===== src/rtl/gin_cfg_pkg.sv =====
// Shared types and sizing helpers for the GIN MCC ID scan-chain configuration controller.
// GIN_SCAN_VERIFY_EN adds the VERIFY state used by the read-back pass.
package gin_cfg_pkg;

    localparam int TAG_WIDTH_DEF = 4;
    localparam int NUM_MCC_DEF   = 12;
    localparam int CFG_WIDTH_DEF = 32;

`ifdef GIN_SCAN_VERIFY_EN
    typedef enum logic [2:0] {
        ST_IDLE   = 3'd0,
        ST_LOAD   = 3'd1,
        ST_SHIFT  = 3'd2,
        ST_VERIFY = 3'd3,
        ST_DONE   = 3'd4
    } state_t;
`else
    typedef enum logic [1:0] {
        ST_IDLE  = 2'd0,
        ST_LOAD  = 2'd1,
        ST_SHIFT = 2'd2,
        ST_DONE  = 2'd3
    } state_t;
`endif

    function automatic int chain_len(input int tag_width, input int num_mcc);
        return tag_width * num_mcc;
    endfunction

    function automatic int num_words(input int chain, input int cfg_width);
        return (chain + cfg_width - 1) / cfg_width;
    endfunction

endpackage


===== src/rtl/gin_id_scan_cfg_if.sv =====
// Valid/ready configuration-word bus feeding the ID scan controller.
interface gin_id_scan_cfg_if #(
    parameter int CFG_WIDTH = gin_cfg_pkg::CFG_WIDTH_DEF
);
    logic [CFG_WIDTH-1:0] cfg_data;
    logic                 cfg_valid;
    logic                 cfg_ready;

    modport master (output cfg_data, output cfg_valid, input cfg_ready);
    modport slave  (input cfg_data, input cfg_valid, output cfg_ready);
endinterface


===== src/rtl/gin_scan_shifter.sv =====
// Serialises a LEN-bit image onto scan_en/scan_in, bit 0 first; tc flags the last bit.
// A start pulse (re)launches a pass from bit 0, even on the terminal cycle of a running pass.
module gin_scan_shifter #(
    parameter int LEN = 48
) (
    input  logic           clk,
    input  logic           reset,
    input  logic           start,
    input  logic           abort,
    input  logic [LEN-1:0] data,
    output logic           scan_en,
    output logic           scan_in,
    output logic           tc
);
    localparam int CW = $clog2(LEN + 1);
    localparam int IW = (LEN > 1) ? $clog2(LEN) : 1;

    logic          active_q, active_d;
    logic [CW-1:0] cnt_q, cnt_d;
    logic          in_q, in_d;
    logic [IW-1:0] nxt_idx;

    assign tc      = active_q && (cnt_q == CW'(LEN - 1));
    assign nxt_idx = IW'(cnt_q + CW'(1));
    assign scan_en = active_q;
    assign scan_in = in_q;

    always_comb begin
        active_d = active_q;
        cnt_d    = cnt_q;
        in_d     = in_q;
        if (abort) begin
            active_d = 1'b0;
            cnt_d    = '0;
            in_d     = 1'b0;
        end else if (start) begin
            active_d = 1'b1;
            cnt_d    = '0;
            in_d     = data[0];
        end else if (active_q) begin
            if (tc) begin
                active_d = 1'b0;
                cnt_d    = '0;
                in_d     = 1'b0;
            end else begin
                cnt_d = cnt_q + CW'(1);
                in_d  = data[nxt_idx];
            end
        end
    end

    always_ff @(posedge clk or negedge reset) begin
        if (!reset) begin
            active_q <= 1'b0;
            cnt_q    <= '0;
            in_q     <= 1'b0;
        end else begin
            active_q <= active_d;
            cnt_q    <= cnt_d;
            in_q     <= in_d;
        end
    end

endmodule


===== src/rtl/gin_id_scan_cfg.sv =====
// GIN MCC ID scan-chain configuration controller: buffers the chain image, shifts it out, holds GIN off.
// Optional read-back pass enabled by defining GIN_SCAN_VERIFY_EN (adds verify_err).
module gin_id_scan_cfg
    import gin_cfg_pkg::*;
#(
    parameter int TAG_WIDTH = TAG_WIDTH_DEF,
    parameter int NUM_MCC   = NUM_MCC_DEF,
    parameter int CFG_WIDTH = CFG_WIDTH_DEF
) (
    input  logic              clk,
    input  logic              reset,
    input  logic              start,
    input  logic              abort,
    gin_id_scan_cfg_if.slave  cfg,
    input  logic              scan_out_id,
    output logic              scan_en_id,
    output logic              scan_in_id,
    output logic              gin_hold,
    output logic              busy,
    output logic              done
`ifdef GIN_SCAN_VERIFY_EN
    ,
    output logic              verify_err
`endif
);
    localparam int CHAIN_LEN = chain_len(TAG_WIDTH, NUM_MCC);
    localparam int NUM_WORDS = num_words(CHAIN_LEN, CFG_WIDTH);
    localparam int WCW       = $clog2(NUM_WORDS + 1);

    state_t                 state_q, state_d;
    logic [WCW-1:0]         word_cnt_q, word_cnt_d;
    logic [CHAIN_LEN-1:0]   shadow_q, shadow_d;
    logic                   done_q, done_d;
    logic                   beat;
    logic                   sh_start;
    logic                   sh_tc;

    assign cfg.cfg_ready = (state_q == ST_LOAD);
    assign beat          = cfg.cfg_valid && (state_q == ST_LOAD);
    assign busy          = (state_q != ST_IDLE);
    assign gin_hold      = busy;
    assign done          = done_q;

    // Each shadow bit belongs to exactly one word/bit position; padding bits of the last word are dropped.
    for (genvar gi = 0; gi < CHAIN_LEN; gi++) begin : g_shadow
        localparam int WORD_IDX = gi / CFG_WIDTH;
        localparam int BIT_IDX  = gi % CFG_WIDTH;
        assign shadow_d[gi] = (beat && (word_cnt_q == WCW'(WORD_IDX))) ? cfg.cfg_data[BIT_IDX]
                                                                      : shadow_q[gi];
    end

`ifdef GIN_SCAN_VERIFY_EN
    logic verify_err_q, verify_err_d;
    assign verify_err = verify_err_q;
`else
    logic unused_scan_out;
    assign unused_scan_out = scan_out_id;
`endif

    always_comb begin
        state_d    = state_q;
        word_cnt_d = word_cnt_q;
        sh_start   = 1'b0;
        done_d     = 1'b0;
`ifdef GIN_SCAN_VERIFY_EN
        verify_err_d = verify_err_q;
`endif
        case (state_q)
            ST_IDLE: begin
                if (start) begin
                    state_d    = ST_LOAD;
                    word_cnt_d = '0;
`ifdef GIN_SCAN_VERIFY_EN
                    verify_err_d = 1'b0;
`endif
                end
            end
            ST_LOAD: begin
                if (beat) begin
                    if (word_cnt_q == WCW'(NUM_WORDS - 1)) begin
                        state_d    = ST_SHIFT;
                        word_cnt_d = '0;
                        sh_start   = 1'b1;
                    end else begin
                        word_cnt_d = word_cnt_q + WCW'(1);
                    end
                end
            end
            ST_SHIFT: begin
                if (sh_tc) begin
`ifdef GIN_SCAN_VERIFY_EN
                    state_d  = ST_VERIFY;
                    sh_start = 1'b1;
`else
                    state_d  = ST_DONE;
`endif
                end
            end
`ifdef GIN_SCAN_VERIFY_EN
            ST_VERIFY: begin
                // The bit now leaving the tail was driven in as this same index one pass earlier.
                if (scan_en_id && (scan_out_id != scan_in_id))
                    verify_err_d = 1'b1;
                if (sh_tc)
                    state_d = ST_DONE;
            end
`endif
            ST_DONE: begin
                state_d = ST_IDLE;
                done_d  = 1'b1;
            end
            default: state_d = ST_IDLE;
        endcase

        if (abort) begin
            state_d    = ST_IDLE;
            word_cnt_d = '0;
            sh_start   = 1'b0;
            done_d     = 1'b0;
`ifdef GIN_SCAN_VERIFY_EN
            verify_err_d = verify_err_q;
`endif
        end
    end

    always_ff @(posedge clk or negedge reset) begin
        if (!reset) begin
            state_q    <= ST_IDLE;
            word_cnt_q <= '0;
            shadow_q   <= '0;
            done_q     <= 1'b0;
`ifdef GIN_SCAN_VERIFY_EN
            verify_err_q <= 1'b0;
`endif
        end else begin
            state_q    <= state_d;
            word_cnt_q <= word_cnt_d;
            shadow_q   <= shadow_d;
            done_q     <= done_d;
`ifdef GIN_SCAN_VERIFY_EN
            verify_err_q <= verify_err_d;
`endif
        end
    end

    // shadow_d is passed so the first bit can be launched on the same edge as the final beat.
    gin_scan_shifter #(
        .LEN (CHAIN_LEN)
    ) u_shifter (
        .clk     (clk),
        .reset   (reset),
        .start   (sh_start),
        .abort   (abort),
        .data    (shadow_d),
        .scan_en (scan_en_id),
        .scan_in (scan_in_id),
        .tc      (sh_tc)
    );

endmodule


===== src/flat_wrapper.sv =====
// flat-port wrapper written by rule: the top's interface ports become plain ports
module gin_id_scan_cfg_flat import gin_cfg_pkg::*;
#(
    parameter int TAG_WIDTH = TAG_WIDTH_DEF,
    parameter int NUM_MCC   = NUM_MCC_DEF,
    parameter int CFG_WIDTH = CFG_WIDTH_DEF
)
  (clk, reset, start, abort, scan_out_id, scan_en_id, scan_in_id, gin_hold, busy, done, cfg_cfg_data, cfg_cfg_valid, cfg_cfg_ready);
  gin_id_scan_cfg_if #(.CFG_WIDTH(CFG_WIDTH)) cfg_i ();
  input  logic clk;
  input  logic reset;
  input  logic start;
  input  logic abort;
  input  logic scan_out_id;
  output logic scan_en_id;
  output logic scan_in_id;
  output logic gin_hold;
  output logic busy;
  output logic done;
  input wire logic [$bits(cfg_i.cfg_data)-1:0] cfg_cfg_data;
  input wire logic [$bits(cfg_i.cfg_valid)-1:0] cfg_cfg_valid;
  output wire logic [$bits(cfg_i.cfg_ready)-1:0] cfg_cfg_ready;
  assign cfg_i.cfg_data = cfg_cfg_data;
  assign cfg_i.cfg_valid = cfg_cfg_valid;
  assign cfg_cfg_ready = cfg_i.cfg_ready;
  gin_id_scan_cfg #(.TAG_WIDTH(TAG_WIDTH), .NUM_MCC(NUM_MCC), .CFG_WIDTH(CFG_WIDTH)) u_core (.clk(clk), .reset(reset), .start(start), .abort(abort), .cfg(cfg_i), .scan_out_id(scan_out_id), .scan_en_id(scan_en_id), .scan_in_id(scan_in_id), .gin_hold(gin_hold), .busy(busy), .done(done));
endmodule

===== config.mk =====
export PLATFORM = sky130hd
export DESIGN_NAME = gin_id_scan_cfg_flat
export DESIGN_NICKNAME = d
export VERILOG_FILES = /design/src/rtl/gin_cfg_pkg.sv /design/src/rtl/gin_id_scan_cfg_if.sv /design/src/rtl/gin_scan_shifter.sv /design/src/rtl/gin_id_scan_cfg.sv /design/src/flat_wrapper.sv
export SDC_FILE = /design/constraint.sdc
export NUM_CORES = 1
export LEC_CHECK = 0
export ABC_AREA = 1
export CORE_ASPECT_RATIO = 0.8
export CORE_MARGIN = 5
export CORE_UTILIZATION = 46
export DETAILED_ROUTE_END_ITERATION = 16
export GPL_TIMING_DRIVEN = 0
export PLACE_DENSITY_LB_ADDON = 0.25
export SETUP_SLACK_MARGIN = 0.2
export SYNTH_ARGS = -nofsm -noshare
export SYNTH_HDL_FRONTEND = slang
export SYNTH_HIERARCHICAL = 1
export SYNTH_SLANG_ARGS = --single-unit

===== constraint.sdc =====
create_clock -name clk -period 5.5 [get_ports clk]
set_clock_uncertainty 0.05 [all_clocks]
set_input_delay 1.1 -clock clk [delete_from_list [all_inputs] [get_ports clk]]
set_output_delay 1.1 -clock clk [all_outputs]
set_load 0.05 [all_outputs]

==> metrics.md, run 1 <==
| Metric | Value |
|---|---|
| Outcome | completed |
| CTS Buf Count | 9 |
| Period utilization | 0.5933 |
| Register bit total from synthesis | 61 |
| Fraction of registers with async set or reset after synthesis | 1.000 |
| Horiz. Die Dim | 106.8 um |
| Routed wire length | 7.807 mm |
| Warnings from Yosys | 6 |
| Clk pin slew, worst setup/hold paths | 70 ps |
| First-pass GRT wire length | 13.17 mm |
| Worst r2r path cells | 11 |
| CP required | 4350 ps |
| Worst r2r src | u_core/state_q[1] |
| DP HPWL | 5.687 mm |
| Fin util | 0.5723 |
| Wirelength per Cell | 13.44 um |
| Maximum vdd drop | 0.2241 mV |
| Area of the die | 9339 um2 |
| Cell Count, Final, Fillers Out | 581 |
| Layout area overhead | 22.10% |
| CP max FO | 5 |
| Reg2reg end | u_core/u_shifter/cnt_q[2] |
| Final Max Slew Viols | 0 |
| Top-area cell type share of the netlist area | 0.4427 |
| Initial antenna violation count | 0 |
| CP arrival | 2110 ps |
| Worst Setup Start Kind | flop |
| CTS Sinks | 61 |
| Cell Rows | 28 |
| Mean area per synthesized cell | 7.982 um2 |
| MaxCap Viol Count | 0 |
| Drt drc | 0 |
| CP max-delay cell | clkdlybuf4s50_1 |
| # resized after CTS | 0 |
| Share of layout cells above drive strength 1 | 0.1935 |
| Post-CTS Setup Bufs | 0 |
| Hold slack final | 418.1 ps |
| Synth Net Count | 477 |
| PD cells | 519.1 nW/um2 |
| Cell breakdown of the critical path | inv_1 -> ha_1 -> inv_1 -> buf_4 -> clkdlybuf4s50_1 |
| Hold EP | u_core/shadow_q[24] |
| Length of the first detailed-routing pass in iterations | 5 |
| CTS root buffer | clkbuf_8 |
| Vias in the first global route | 2760 |
| RSZ-0062 raised after global routing | false |
| Global-route usage over all layers | 0.1794 |
| Ant diodes | 0 |
| Iteration-0 DRC Markers | 141 |
| Final TNS setup | 0 ps |
| Gate count after technology mapping | 432 |
| Post-Syn Area | 3448 um2 |
| CP most frequent cell | inv_1 |
| CP top delay family | buffers and inverters |
| Chip height | 87.44 um |
| CTS tree | yes |
| Core ar. | 7357 um2 |
| Sequential area share after synthesis | 0.4427 |
| Most frequent cells in the layout | nand2_1 (119), dfrtp_1 (61), inv_1 (59), nor2_1 (53), o21ai_2 (42) |
| Main area contributors after synthesis | dfrtp_1 (44%), nand2_1 (13%), o21ai_2 (11%), inv_1 (6.4%), nor2_1 (5.8%) |
| Largest net degree at the start of global routing | 40 |
| I/O pin count | 44 |
| Htree depth | 3 |
| Hold Crit Depth | 2 |
| Least-Margin Pin Slew | 713.6 ps |
| Hold buffer count at CTS | 0 |
| Global placement routability congestion | 0.7967 |
| Rel. slew slack | 0.5209 |
| Setup WS post-layout | 2237 ps |
| Post-synth EDFFs | 0 |
| Critical path endpoint category | output port |
| # placed instances | 565 |
| Commonest non-fill, non-tap cell in the layout | nand2_1 |
| Clock Path Buffers | 2 |
| Fin. Hold Viols | 0 |
| Tightest Hold Check Type | flop to flop |
| Post-synth top flop | dfrtp_1 |
| Worst path buffer plus inverter count | 4 |
| Cell taking the most area after synthesis | dfrtp_1 |
| Initial Utilization | 0.4687 |
| IO Port Bufs | 42 |
| Yosys cell types | 28 |
| Critical path class | flop to output port |
| Crit path largest cell delay | 780 ps |
| Number of routed nets with antenna violations | 0 |
| Fmax | 306.4 MHz |
| R2r setup slk | 3000 ps |
| Skew-Pair Late Insertion Delay | 340 ps |
| Via density | 4.897 |
| Congestion Overflow GR | 0 |
| Vias | 2845 |
| P_leak | 2.158 nW |
| Fin crit period | 3263 ps |
| Worst min-delay path startpoint | u_core/shadow_q[24] |
| Final count of negative-setup-slack endpoints | 0 |
| Nets@finish | 531 |
| Setup WS pre-CTS | 2193 ps |
[how the worst max path moves through the flow]
| stage | startpoint | endpoint | slack, ps | depth (start not counted) |
|---|---|---|---|---|
| after floorplan | cfg_cfg_valid | u_core/u_shifter/scan_in | 3010 | 17 |
| after global placement | reset | u_core/shadow_q[27] | 1280 | 1 |
| after detailed placement | cfg_cfg_valid | u_core/u_shifter/cnt_q[1] | 2190 | 10 |
| after CTS | u_core/state_q[0] | gin_hold | 2200 | 5 |
| after global routing | u_core/state_q[0] | gin_hold | 2140 | 5 |
| final | u_core/state_q[0] | gin_hold | 2240 | 5 |
[kinds of logic after synthesis]
logic type / synth area share
simple gates: 0.2573
buf+inv: 0.1172
compound gates: 0.1451
flops: 0.4427
fa+ha+maj: 0.02540
xor+xnor: 0.01234
[through the flow]
stage          power (mW)  cell area, um2
6_report            2.186            4210
5_1_grt             2.351            4210
4_1_cts             2.199            4210
3_5_place_dp        1.756            3996
3_3_place_gp        1.723            3981
2_1_floorplan       1.492            3448
[power breakdown]
| part | switching, mW | total [mW] | internal [mW] |
|---|---|---|---|
| Combinational | 0.656 | 1.06 | 0.399 |
| Sequential | 0.0636 | 0.697 | 0.633 |
| Clock | 0.181 | 0.434 | 0.252 |
[worst min-delay path: stages (launching register included)]
cell and delay, ps:
dfrtp_1 320, nand2_1 60, o21ai_2 60
[synth_stat cells, types with 2 or more instances]
library cell  number
a21oi_1            2
buf_2              4
buf_4              3
buf_6             10
dfrtp_1           61
ha_1               7
inv_1             59
inv_2              5
nand2_1          119
nand2_4            2
nand3_1           26
nand3_2            2
nor2_1            53
nor2_2             2
o21ai_0           16
o21ai_1            6
o21ai_2           42
o22ai_1            2
xor2_1             2
[state kept, by name, indices dropped and copies added (netlist names)]
register,flops
u_core/shadow_q,48
u_core/u_shifter/scan_en,1
u_core/u_shifter/scan_in,1
u_core/done,1
u_core/u_shifter/cnt_q,6
u_core/word_cnt_q,2
u_core/state_q,2
[routing by layer]
metal  part of all wire  GRT usage
met4              0.010    0.06388
met5                  0          0
met1               0.47     0.2418
met2               0.46     0.2863
met3              0.053    0.04003
[final cells by class]
cell class	instances	area, um2
Inverter	65	249.0
Fill cell	735	3147
Sequential cell	61	1526
Clock buffer	9	123.9
Buffer	17	155.1
Timing Repair Buffer	43	435.4
Tap cell	90	112.6
Clock inverter	7	90.09
Multi-Input combinational cell	289	1518
Power figures use the tool's default switching activity.
==> run 2: changes to the inputs <==
==> constraint.sdc (replaced) <==
create_clock -name clk -period 2.65 [get_ports clk]
set_clock_uncertainty 0.05 [all_clocks]
set_input_delay 0.53 -clock clk [delete_from_list [all_inputs] [get_ports clk]]
set_output_delay 0.53 -clock clk [all_outputs]
set_load 0.05 [all_outputs]
==> run 2 against run 1 <==
Non-clock buffer count increased by 4. Core utilization increased by 0.87 points. Critical path type unchanged. Critical endpoint is now busy. Worst hold slack got worse by 280 ps. First-iteration DRC count increased by 11%. Sequential share of layout area decreased by 0.54 points. Via count increased by 0.46%. Power increased by 110%.
==> metrics.md, run 2 (synthesis results as in run 1) <==
| Metric | Value |
|---|---|
| Hold buffer count at CTS | 0 (unchanged) |
| CTS Sinks | 61 (unchanged) |
| Setup WS pre-CTS | -76.26 ps (-2269 ps) |
| Share of layout cells above drive strength 1 | 0.2065 (+0.01300) |
| DP HPWL | 5.679 mm (-0.14%) |
| Skew-Pair Late Insertion Delay | 340 ps (about the same) |
| First-pass GRT wire length | 13.20 mm (+0.20%) |
| Area of the die | 9339 um2 (unchanged) |
| Nets@finish | 536 (+0.94%) |
| CP max FO | 5 (unchanged) |
| Period utilization | 0.9014 |
| Top Registers | u_core/shadow_q (48), u_core/u_shifter/cnt_q (6) |
| Maximum vdd drop | 0.4273 mV (+91%) |
| Rel. slew slack | 0.5286 (+0.007770) |
| I/O pin count | 44 (unchanged) |
| Initial antenna violation count | 0 (unchanged) |
| IO Port Bufs | 42 (unchanged) |
| Fin crit period | 2389 ps |
| Global-route usage over all layers | 0.1819 (+0.002522) |
| Initial Utilization | 0.4687 (unchanged) |
| Ant diodes | 0 (unchanged) |
| Setup WS post-layout | 261.2 ps (-1976 ps) |
| Htree depth | 3 (unchanged) |
| Length of the first detailed-routing pass in iterations | 4 (-1) |
| Via density | 4.894 (about the same) |
| Number of routed nets with antenna violations | 0 (unchanged) |
| Vias | 2858 (+0.46%) |
| Drt drc | 0 (unchanged) |
| CP required | 2070 ps (-2280 ps) |
| Clk pin slew, worst setup/hold paths | 60 ps (about the same) |
| Worst r2r src | u_core/state_q[1] |
| Vias in the first global route | 2770 (+0.36%) |
| Chip height | 87.44 um (unchanged) |
| Cell area after layout | 4274 um2 (+1.5%) |
| Hold slack final | 138.5 ps (-279.6 ps) |
| Layout area overhead | 23.95% |
| Tightest Hold Check Type | input port to async pin |
| Final count of negative-setup-slack endpoints | 0 (unchanged) |
| Iteration-0 DRC Markers | 156 (+11%) |
| Final TNS setup | 0 ps (unchanged) |
| Least-Margin Pin Slew | 702.0 ps (-11.57 ps) |
| Critical Path End | busy |
| Most frequent cells in the layout | nand2_1 (118), dfrtp_1 (61), inv_1 (58), nor2_1 (53), o21ai_2 (42) |
| PD cells | 1062 nW/um2 (+100%) |
| CP arrival | 1810 ps (-300 ps) |
| Worst Setup Start Kind | flop |
| P_leak | 2.200 nW (+2.0%) |
| CTS root buffer | clkbuf_8 |
| Fin util | 0.5810 (+0.008673) |
| Clock Path Buffers | 2 (unchanged) |
| Routed wire length | 8.158 mm (+4.5%) |
| Post-DP Area | 3999 um2 (about the same) |
| Wirelength per Cell | 13.97 um (+4.0%) |
| Critical path class | flop to output port |
| Critical path endpoint category | output port |
| Worst r2r path cells | 20 (+9) |
| RSZ-0062 raised after global routing | true |
| Cell Rows | 28 (unchanged) |
| Congestion Overflow GR | 0 (unchanged) |
| Horiz. Die Dim | 106.8 um (unchanged) |
| MaxCap Viol Count | 0 (unchanged) |
| Fillers | 690 (-6.1%) |
| CTS tree | yes |
| Commonest non-fill, non-tap cell in the layout | nand2_1 |
| Fmax | 418.6 MHz |
| Largest Register | u_core/shadow_q |
| Outcome | completed |
| Crit path from | u_core/state_q[0] |
| Largest net degree at the start of global routing | 39 (-2.5%) |
| Final Max Slew Viols | 0 (unchanged) |
| R2r setup slk | 350 ps (-2650 ps) |
| Max FFs per register | 48 (unchanged) |
| Core ar. | 7357 um2 (unchanged) |
| CTS Buf Count | 9 (unchanged) |
| Global placement routability congestion | 0.8062 (+1.2%) |
| Fin. Hold Viols | 0 (unchanged) |
| Reg2reg end | u_core/u_shifter/scan_in |
## run 2: area by class of cell
cell class | count | area (um2) | share of cell area
Multi-Input combinational cell | 290 | 1553 | 0.3633
Timing Repair Buffer | 47 | 475.5 | 0.1112
Buffer | 17 | 158.9 | 0.03718
Sequential cell | 61 | 1526 | 0.3571
Tap cell | 90 | 112.6 | 0.02635
Clock buffer | 13 | 168.9 | 0.03952
Inverter | 65 | 249.0 | 0.05826
Clock inverter | 1 | 30.03 | 0.007026
## run 2: where the power goes
group          internal, mW  switching, mW  total (mW)
registers              1.32          0.139        1.45
clock network         0.502          0.346       0.848
logic                 0.855           1.38        2.24
## run 2: metrics by stage
step | instances | power, mW
after floorplan | 432 | 3.099
after global placement | 564 | 3.578
after detailed placement | 565 | 3.635
after CTS | 579 | 4.483
after global routing | 584 | 4.887
final | 584 | 4.539
## run 2: worst min path at each step
| stage | from | to | depth (start not counted) |
|---|---|---|---|
| 2_1_floorplan | reset | u_core/done | 0 |
| 5_1_grt | reset | u_core/shadow_q[4] | 1 |
| 6_report | reset | u_core/shadow_q[5] | 1 |
| 3_3_place_gp | u_core/shadow_q[8] | u_core/shadow_q[8] | 2 |
| 3_5_place_dp | u_core/shadow_q[2] | u_core/shadow_q[2] | 2 |
| 4_1_cts | reset | u_core/shadow_q[36] | 1 |
## run 2: repair_timing
action,in CTS,in global routing
setup buffers,0,3
pin swaps,0,3
gates cloned,0,2
hold endpoints to repair,0,0
setup endpoints to repair,5,3
resized for setup,4,8
## run 2: worst max-delay path, stage by stage (launching register included)
cell           delay, ps
dfrtp_1              470
inv_1                130
ha_1                 270
inv_1                 80
dlygate4sd2_1        520
## run 2: routing by layer
layer,share of wire,vias up,global-route usage
li1,-,1458,-
met1,0.48,1337,0.2459
met5,0,-,0
met2,0.47,52,0.2846
met3,0.048,11,0.05560
met4,0.0096,0,0.05110
